[config.mk]
export PLATFORM = sky130hd
export DESIGN_NAME = seq_alu
export DESIGN_NICKNAME = d
export VERILOG_FILES = /design/src/rtl/seq_alu.sv
export SDC_FILE = /design/constraint.sdc
export NUM_CORES = 1
export LEC_CHECK = 0
export BUFFER_PORTS_ARGS = -buffer_cell sky130_fd_sc_hd__buf_2
export CORE_MARGIN = 2
export CORE_UTILIZATION = 45
export CTS_CLUSTER_DIAMETER = 60
export DETAILED_ROUTE_END_ITERATION = 8
export GPL_TIMING_DRIVEN = 1
export MAX_ROUTING_LAYER = met4
export PLACE_DENSITY = 0.63
export SYNTH_ARGS = -nofsm -noshare
export SYNTH_HDL_FRONTEND = slang
export SYNTH_SLANG_ARGS = --single-unit
[constraint.sdc]
create_clock -name clk -period 5.7 [get_ports clk]
set_input_delay 0.855 -clock clk [delete_from_list [all_inputs] [get_ports clk]]
set_output_delay 0.855 -clock clk [all_outputs]
set_load 0.05 [all_outputs]
[src/rtl/seq_alu.sv]
// Sequential integer ALU: single-cycle arithmetic/logic/shift ops and
// iterative radix-2 multiply/divide behind a valid/ready handshake.
//   state | meaning
//   IDLE  | waiting for an operation
//   BUSY  | one multiply or divide step per cycle
//   DONE  | result held until out_ready
module seq_alu #(
    parameter int XLEN  = 32,
    parameter int CNT_W = $clog2(XLEN) + 1
) (
    input  logic            clk,
    input  logic            rst_n,
    input  logic            flush,
    input  logic            in_valid,
    output logic            in_ready,
    input  logic [XLEN-1:0] a_in,
    input  logic [XLEN-1:0] b_in,
    input  logic [4:0]      alu_op,
    output logic            out_valid,
    input  logic            out_ready,
    output logic [XLEN-1:0] result,
    output logic            flag_z,
    output logic            flag_n,
    output logic            flag_c,
    output logic            flag_v,
    output logic            op_err
);
    localparam int SH_W = $clog2(XLEN);
    localparam int MSB  = XLEN - 1;

    localparam logic [4:0] OP_ADD  = 5'd0,  OP_SUB   = 5'd1,  OP_AND  = 5'd2,  OP_OR   = 5'd3;
    localparam logic [4:0] OP_XOR  = 5'd4,  OP_SLT   = 5'd5,  OP_SLL  = 5'd6,  OP_SRL  = 5'd7;
    localparam logic [4:0] OP_SRA  = 5'd8,  OP_SLTU  = 5'd9,  OP_MUL  = 5'd10, OP_MULHU = 5'd11;
    localparam logic [4:0] OP_DIV  = 5'd12, OP_DIVU  = 5'd13, OP_REM  = 5'd14, OP_REMU = 5'd15;

    typedef enum logic [1:0] {IDLE = 2'd0, BUSY = 2'd1, DONE = 2'd2} state_t;

    state_t           state_q, state_d;
    logic [CNT_W-1:0] cnt_q, cnt_d;
    logic [XLEN-1:0]  hi_q, hi_d, lo_q, lo_d, opnd_q, opnd_d;
    logic             is_mul_q, is_mul_d, sel_q, sel_d, negq_q, negq_d, negr_q, negr_d;
    logic [XLEN-1:0]  result_q, result_d;
    logic [3:0]       flags_q, flags_d;
    logic             err_q, err_d;

    logic             accept, last_step;
    logic             is_sub, is_div, is_sdiv, div_zero, div_ovf, long_op, logic_fl;
    logic [XLEN-1:0]  b_eff, add_sum, imm_res, a_mag, b_mag;
    logic             add_c, add_v, lt_s, lt_u, imm_err;
    logic [3:0]       imm_flags;
    logic [SH_W-1:0]  shamt;
    logic [XLEN:0]    mul_sum, div_tmp, div_diff;
    logic [XLEN-1:0]  hi_n, lo_n, q_fin, r_fin, step_res;

    // Single-cycle datapath, also decides whether a divide can skip iteration.
    always_comb begin
        is_sub           = (alu_op == OP_SUB) || (alu_op == OP_SLT) || (alu_op == OP_SLTU);
        b_eff            = is_sub ? ~b_in : b_in;
        {add_c, add_sum} = {1'b0, a_in} + {1'b0, b_eff} + {{XLEN{1'b0}}, is_sub};
        add_v            = (a_in[MSB] == b_eff[MSB]) && (add_sum[MSB] != a_in[MSB]);
        lt_s             = add_sum[MSB] ^ add_v;
        lt_u             = !add_c;
        shamt            = b_in[SH_W-1:0];
        is_div           = alu_op inside {OP_DIV, OP_DIVU, OP_REM, OP_REMU};
        is_sdiv          = (alu_op == OP_DIV) || (alu_op == OP_REM);
        div_zero         = (b_in == '0);
        div_ovf          = is_sdiv && (a_in == {1'b1, {(XLEN-1){1'b0}}}) && (b_in == '1);
        long_op          = (alu_op == OP_MUL) || (alu_op == OP_MULHU) || (is_div && !div_zero && !div_ovf);
        a_mag            = (is_sdiv && a_in[MSB]) ? -a_in : a_in;
        b_mag            = (is_sdiv && b_in[MSB]) ? -b_in : b_in;
        imm_res          = '0;
        imm_flags        = 4'b0000;
        imm_err          = 1'b0;
        logic_fl         = 1'b0;
        case (alu_op)
            OP_ADD, OP_SUB: begin
                imm_res   = add_sum;
                imm_flags = {add_sum[MSB], add_sum == '0, add_c, add_v};
            end
            OP_SLT: begin
                imm_res   = {{(XLEN-1){1'b0}}, lt_s};
                imm_flags = {add_sum[MSB], add_sum == '0, add_c, add_v};
            end
            OP_SLTU: begin
                imm_res   = {{(XLEN-1){1'b0}}, lt_u};
                imm_flags = {add_sum[MSB], add_sum == '0, add_c, add_v};
            end
            OP_AND:  begin imm_res = a_in & b_in; logic_fl = 1'b1; end
            OP_OR:   begin imm_res = a_in | b_in; logic_fl = 1'b1; end
            OP_XOR:  begin imm_res = a_in ^ b_in; logic_fl = 1'b1; end
            OP_SLL:  imm_res = a_in << shamt;
            OP_SRL:  imm_res = a_in >> shamt;
            OP_SRA:  imm_res = $signed(a_in) >>> shamt;
            OP_MUL, OP_MULHU: logic_fl = 1'b1;
            OP_DIV, OP_DIVU: begin imm_res = div_zero ? '1 : a_in; logic_fl = 1'b1; end
            OP_REM, OP_REMU: begin imm_res = div_zero ? a_in : '0; logic_fl = 1'b1; end
            default: imm_err = 1'b1;
        endcase
        if (logic_fl)
            imm_flags = {imm_res[MSB], imm_res == '0, 2'b00};
    end

    // One iteration: shift-add multiply or restoring divide on magnitudes.
    always_comb begin
        mul_sum  = {1'b0, hi_q} + (lo_q[0] ? {1'b0, opnd_q} : {(XLEN+1){1'b0}});
        div_tmp  = {hi_q, lo_q[MSB]};
        div_diff = div_tmp - {1'b0, opnd_q};
        if (is_mul_q) begin
            hi_n = mul_sum[XLEN:1];
            lo_n = {mul_sum[0], lo_q[MSB:1]};
        end else if (!div_diff[XLEN]) begin
            hi_n = div_diff[MSB:0];
            lo_n = {lo_q[MSB-1:0], 1'b1};
        end else begin
            hi_n = div_tmp[MSB:0];
            lo_n = {lo_q[MSB-1:0], 1'b0};
        end
        q_fin = negq_q ? -lo_n : lo_n;
        r_fin = negr_q ? -hi_n : hi_n;
        if (is_mul_q) step_res = sel_q ? hi_n : lo_n;
        else          step_res = sel_q ? r_fin : q_fin;
    end

    assign accept    = in_valid && in_ready;
    assign last_step = (cnt_q == CNT_W'(XLEN - 1));

    always_ff @(posedge clk or negedge rst_n) begin
        if (!rst_n) state_q <= IDLE;
        else        state_q <= state_d;
    end

    always_comb begin
        state_d = state_q;
        if (flush) begin
            state_d = IDLE;
        end else begin
            case (state_q)
                IDLE:    if (accept) state_d = long_op ? BUSY : DONE;
                BUSY:    if (last_step) state_d = DONE;
                DONE:    if (out_ready) state_d = IDLE;
                default: state_d = IDLE;
            endcase
        end
    end

    always_comb begin
        in_ready  = (state_q == IDLE) && !flush && rst_n;
        out_valid = (state_q == DONE);
    end

    always_comb begin
        cnt_d    = cnt_q;
        hi_d     = hi_q;
        lo_d     = lo_q;
        opnd_d   = opnd_q;
        is_mul_d = is_mul_q;
        sel_d    = sel_q;
        negq_d   = negq_q;
        negr_d   = negr_q;
        result_d = result_q;
        flags_d  = flags_q;
        err_d    = err_q;
        if (accept) begin
            cnt_d    = '0;
            hi_d     = '0;
            is_mul_d = (alu_op == OP_MUL) || (alu_op == OP_MULHU);
            sel_d    = (alu_op == OP_MULHU) || (alu_op == OP_REM) || (alu_op == OP_REMU);
            lo_d     = is_mul_d ? b_in : a_mag;
            opnd_d   = is_mul_d ? a_in : b_mag;
            negq_d   = is_sdiv && (a_in[MSB] ^ b_in[MSB]);
            negr_d   = is_sdiv && a_in[MSB];
            if (!long_op) begin
                result_d = imm_res;
                flags_d  = imm_flags;
                err_d    = imm_err;
            end
        end else if ((state_q == BUSY) && !flush) begin
            cnt_d = cnt_q + CNT_W'(1);
            hi_d  = hi_n;
            lo_d  = lo_n;
            if (last_step) begin
                result_d = step_res;
                flags_d  = {step_res[MSB], step_res == '0, 2'b00};
                err_d    = 1'b0;
            end
        end
    end

    always_ff @(posedge clk or negedge rst_n) begin
        if (!rst_n) begin
            cnt_q    <= '0;
            hi_q     <= '0;
            lo_q     <= '0;
            opnd_q   <= '0;
            is_mul_q <= 1'b0;
            sel_q    <= 1'b0;
            negq_q   <= 1'b0;
            negr_q   <= 1'b0;
            result_q <= '0;
            flags_q  <= 4'b0000;
            err_q    <= 1'b0;
        end else begin
            cnt_q    <= cnt_d;
            hi_q     <= hi_d;
            lo_q     <= lo_d;
            opnd_q   <= opnd_d;
            is_mul_q <= is_mul_d;
            sel_q    <= sel_d;
            negq_q   <= negq_d;
            negr_q   <= negr_d;
            result_q <= result_d;
            flags_q  <= flags_d;
            err_q    <= err_d;
        end
    end

    assign result = result_q;
    assign flag_n = flags_q[3];
    assign flag_z = flags_q[2];
    assign flag_c = flags_q[1];
    assign flag_v = flags_q[0];
    assign op_err = err_q;

endmodule

# Word level (Yosys, flattened, before mapping)
# Cells that the tools add are included.
# W data, S select, Z words.
# op_classes
n_mux	46
bitwise_logic	6
addsub	9
eq_ne	26
n_shift	3
reduce_logical	40
# ops
op	n
$mux W32	24
$pmux W32 S11	1
$logic_not A32 Y1	4
$neg A32 Y32	4
$add A32 B32 Y33	2
$eq A32 B32 Y1 const B	2
$eq A5 B4 Y1 const B	8
$add A33 B1 Y33	1
$sub A33 B32 Y33	1
$and A32 B32 Y32	1
$not A32 Y32	1
$or A32 B32 Y32	1
$shl A32 B5 Y32	1
$shr A32 B5 Y32	1
$sshr A32 B5 Y32	1
$xor A32 B32 Y32	1
$mux W4	6
$eq A5 B3 Y1 const B	4
$reduce_or A16 Y1	1
$logic_and A1 B1 Y1	12
$mux W6	2
$eq A5 B2 Y1 const B	2
$mux W2	5
$reduce_or A9 Y1	1
other kinds (22)	43
# word_totals
elab_cells	142
in_bits	74
ff_bits	145
out_inout_bits	39

# Depth between registers and ports, before layout
# logic_depth
depth_word	14
ltp_mapped	27
depth_no_buf	24

# Worst setup path before layout
# Ideal clock, no wire load.
# synth_path
path_kind	input -> register
startpoint	in b_in[1]
endpoint	reg flags_q[2]
slack_ns	-0.231
n_path_buf	5
required_time_ns	5.608
t_arrival_ns	5.839
path_stages	22
cell_sequence	clkbuf_1 buf_2 buf_1 clkbuf_1 buf_2 xnor2_1 fa_1 a21o_1 a21oi_1 o211a_1 o31ai_1 a31o_2 a31o_2 nand2_1 o2111a_1 o21ai_0 xor2_1 or3_1 or4_1 o21ai_0 a21oi_1 o31ai_2
# synth_between
elab_chain_cells	12
elab_cells_between_ends	33
cone_classes	2 x add/sub; 3 x eq/ne; 3 x shift; 8 x mux; 5 x bitwise; 12 x reduce/logical
# synth_rtl
item	line	source
start, declared	17	input logic [XLEN-1:0] b_in,
$not A32 Y32	58	b_eff = is_sub ? ~b_in : b_in;
$mux W32	58	
$add A32 B32 Y33	59	{add_c, add_sum} = {1'b0, a_in} + {1'b0, b_eff} + {{XLEN{1'b0}}, is_sub};
$add A33 B1 Y33	59	
$ne A1 B1 Y1	60	add_v = (a_in[MSB] == b_eff[MSB]) && (add_sum[MSB] != a_in[MSB]);
$logic_and A1 B1 Y1	60	
$xor A1 B1 Y1	61	lt_s = add_sum[MSB] ^ add_v;
$pmux W32 S11	75	case (alu_op)
$logic_not A32 Y1	100	imm_flags = {imm_res[MSB], imm_res == '0, 2'b00};
$mux W4	99	if (logic_fl)
$mux W4	172	if (!long_op) begin
$mux W4	163	if (accept) begin
end signal, assigned	212	flags_q <= flags_d;
end, declared	43	logic [3:0] flags_q, flags_d;
# Parallel ways exist; a longest one is shown, timed or not. The select of a mux whose other input is x is not followed.
# A chain may end at the register's enable or synchronous reset.

# Final worst setup path
# layout_path
startpoint	reg lo_q[31]
endpoint	reg flags_q[2]
# layout_between
elab_chain_cells	11
elab_cells_between_ends	16
cone_classes	3 x add/sub; 12 x mux; 1 x reduce/logical
# layout_rtl
item	line	source
start, declared	40	logic [XLEN-1:0] hi_q, hi_d, lo_q, lo_d, opnd_q, opnd_d;
start signal, assigned	205	lo_q <= lo_d;
$sub A33 B32 Y33	107	div_diff = div_tmp - {1'b0, opnd_q};
$mux W1 / $mux W32 (equally long branches)	111	end else if (!div_diff[XLEN]) begin
$mux W32	108	if (is_mul_q) begin
$neg A32 Y32, on equally long branches	118, 119	
$mux W32, on equally long branches	118, 119	
$mux W32	121	else step_res = sel_q ? r_fin : q_fin;
$mux W32 *	120	if (is_mul_q) step_res = sel_q ? hi_n : lo_n;
$logic_not A32 Y1 *	183	flags_d = {step_res[MSB], step_res == '0, 2'b00};
$mux W4 *	181	if (last_step) begin
$mux W4 *	177	end else if ((state_q == BUSY) && !flush) begin
$mux W4 *	163	
# Every way passes the cells marked *; elsewhere a longest branch is shown, timed or not. The select of a mux whose other input is x is not followed.

==> impl_metrics.tcl <==
set metrics [dict create \
    synthCells 3304 \
    fp.dieArea_um2 55370 \
    ctsHoldBuffers 0 \
    root_buffer "clkbuf_16" \
    rows 84 \
    drc_errors 0 \
    maxCapViolCount 0 \
    ios 113 \
    grt_first_pass_wirelength_um 178400 \
    fin_crit_ns 5.538 \
    status "finished clean" \
    crit_type "reg2reg" \
    cts.htree.levels 4 \
    synth_edf_count 0 \
    clock.fmax_ghz 0.1806 \
    endpoint_kind "flip-flop" \
    vias 29100 \
    start_util 0.4563 \
    drtIter0Drc 3514 \
    ys_ff_latch 145 \
    power_density_nw_per_um2 236.0 \
    grt_util_all_layers 0.4368 \
    synth-seq-area-share 0.1507 \
    p_leak_nw 12.57 \
    numCtsBuffers 17 \
    critPathLaunchType "flip-flop" \
    setup_viol 0 \
    place_hpwl_um 95700 \
    synth_cell_types 110 \
    final_max_slew_viol_count 0 \
    ys_async_sr_fraction 1.000 \
    synth_area_um2 24080 \
    route.met3.wl_um 10480 \
    cts.path.max_buffers 2 \
    avgRoutedWirePerCell_um 28.14 \
    wl_met1_um 45040 \
    design_area_um2 28560 \
    overflow 0 \
    relSlewSlack 0.05839 \
    num-nets-final 3839 \
    worstMarginPinSlew_ns 1.398 \
    drive_above_1_share 0.2111 \
    die_w_um 235.3 \
    path_clk_slew_ns 0.08 \
    hold_class "in2async" \
    fp.coreArea_um2 52760 \
    power_w 0.006741 \
    setup_tns_ns 0 \
    crit_fanout 7 \
    finalHoldViolCount 0 \
    yosysWarnings 0 \
    antenna_found_initial 5 \
    antenna_left 0 \
    dr.pass1.iters 8 \
    via_per_inst 6.763 \
    arrival_ns 5.92 \
    die_h_um 235.3 \
    post-route-period-util 0.9715 \
    synth_ff_type "dfrtp_1" \
    syn-num-nets 3547 \
    totalWireLength_um 121100 \
    dr.max_layer_used "met4" \
    first_global_vias 27890 \
    cts.sinks 145 \
    worstSkewPairLatency_ns 0.47 \
    gp_congestion 1.112 \
    cts_tree "built" \
    grt_max_degree 89 \
    critical_path_required_ns 6.08 \
    dpl-instance-area_um2 27760 \
    ir_drop_uv 235.5 \
    syn_avg_cell_area_um2 7.287 \
    io_buffer_count 112 \
    skew_ns 0.01498 \
    areaGrowthSynthToFinish_pct 18.61 \
    route.met2.wl_um 53680 \
]
-- cells in the mapped netlist (11+ instances only) --
cell type,instances,area (µm²)
nand2_1,335,1257
o21ai_0,287,1436
nor2_1,260,975.9
a21oi_1,252,1261
clkbuf_1,207,777.0
ha_1,166,2077
xnor2_1,149,1305
inv_1,148,555.5
dfrtp_1,145,3628
nand3_1,118,590.6
mux2i_1,90,900.9
o211ai_1,69,518.0
nor3_1,67,335.3
mux2_2,53,596.8
a21o_1,50,375.4
a211oi_1,47,352.8
and2_1,47,294.0
nand4_1,46,287.8
buf_1,39,146.4
mux4_2,37,833.3
xor2_1,37,324.1
a31oi_1,35,219.0
o31ai_1,31,232.7
or3_1,31,193.9
a22oi_1,30,225.2
nor4_1,30,187.7
o221ai_1,30,262.8
a221oi_1,25,219.0
nand2b_1,25,156.4
nor2b_1,25,156.4
and3_1,23,143.9
o21a_1,17,127.6
o2111ai_1,16,140.1
or4_1,16,120.1
a2111oi_0,15,131.4
o22ai_1,15,93.84
o41ai_1,14,122.6
o21bai_1,13,97.59
or2_2,13,81.33
a21boi_0,12,90.09
o211a_1,12,120.1
a22o_1,11,96.34
-- cell usage in the layout, fill, tap and decap left out, types with 23 or more instances in the layout --
master and instances:
a22oi_1 30, nor2b_1 25, and3_1 23, inv_1 148
nand2_1 333, xor2_1 37, a21oi_1 252, o31ai_1 31
dfrtp_1 142, mux2_2 53, and2_1 46, a21o_1 50
mux2i_1 89, nor4_1 27, buf_2 110, o21ai_0 283
o221ai_1 30, a211oi_1 47, nand3_1 117, xnor2_1 149
nor2_1 258, mux4_2 37, a31oi_1 35, buf_4 419
o211ai_1 69, nand2b_1 25, ha_1 164, nor3_1 62
nand4_1 46, or3_1 29, a221oi_1 24
-- path summary, 6_finish.rpt --
path | cells past startpoint | endpoint | start | slack [ns]
worst max-delay path | 24 | flags_q[2] | lo_q[31] | 0.16
worst min-delay path | 1 | cnt_q[5] | rst_n | 0.17
worst max register to register | 24 | flags_q[2] | lo_q[31] | 0.16
worst min register to register | 2 | flags_q[1] | flags_q[1] | 0.48
max in group asynchronous | 3 | is_mul_q | rst_n | 3.40
min in group clk | 2 | flags_q[1] | flags_q[1] | 0.48
-- stage by stage --
stage / utilization / worst slack [ns] / hold slack (ns) / std cells
floorplan: - / 0.0002660 / 0.4632 / 3304
global placement: 0.5262 / -0.1569 / 0.4638 / 4263
detailed placement: 0.5262 / -0.1314 / 0.4642 / 4263
CTS: 0.5376 / 0.01873 / 0.1640 / 4295
global route: 0.5413 / -0.009480 / 0.1650 / 4302
finish: 0.5413 / 0.1625 / 0.1709 / 4302
-- state kept, by name, summed over array words and instances (netlist names) --
signal    count
cnt_q         6
flags_q       4
hi_q         32
is_mul_q      1
lo_q         32
negq_q        1
negr_q        1
op_err        1
opnd_q       32
result       32
sel_q         1
state_q       2
-- critical path: stages, from the launching register on --
cell      delay (ns)
dfrtp_1         0.37
inv_1           0.08
ha_2            0.18
inv_1           0.05
fa_2            0.34
a21o_1          0.25
a221oi_4        0.32
or4b_4          0.20
a21oi_4         0.06
buf_4           0.17
o21ai_1         0.26
buf_4           0.21
buf_4           0.21
a21boi_0        0.13
o31ai_2         0.28
nand3_2         0.17
or3_4           0.45
o311ai_2        0.23
nand3_1         0.15
or3b_1          0.40
nor4b_2         0.28
buf_4           0.20
nand4b_1        0.11
buf_4           0.17
o31ai_2         0.17
-- kinds of logic (layout without fill, tap and decap cells) --
| family | after synthesis | after routing | synth area share |
|---|---|---|---|
| AO/OA/AOI/OAI | 1109 | 1109 | 0.3066 |
| XOR/XNOR | 186 | 186 | 0.06766 |
| adder cells (fa/ha/maj) | 170 | 170 | 0.08918 |
| buffers and inverters | 417 | 722 | 0.06751 |
| flip-flops | 145 | 145 | 0.1507 |
| multiplexers | 180 | 180 | 0.09681 |
| other | 0 | 5 | 0 |
| AND/OR/NAND/NOR | 1097 | 1097 | 0.2216 |
-- layout make-up --
cell class                 count  area [µm²]
sequential                   145        3635
fill                        5061       24200
antenna                        5       12.51
inverter                     153       574.3
tap                          688       860.8
clock inverter                15       167.7
clock buffer                  17       425.4
timing repair buffer         537        3839
multi-input combinational   2742       19040
-- metal layers --
metal | up-vias | GRT usage
li1 | 12850 | -
met4 | 0 | 0.3592
met3 | 509 | 0.06602
met2 | 1812 | 0.6758
met5 | - | -
met1 | 13920 | 0.5030
-- repair_timing --
action,4_1_cts,5_1_grt
gates resized for setup,1,37
buffers inserted,0,2
setup endpoints to repair,1,5
pin swaps,0,8
-- power breakdown --
group	leakage (nW)	internal (W)	total, W	switching (W)
Clock	0.292	0.000625	0.00117	0.000541
Combinational	10.4	0.00154	0.00413	0.00259
Sequential	1.85	0.00123	0.00144	0.000208
Note: power is estimated with default switching activity, not from simulation.
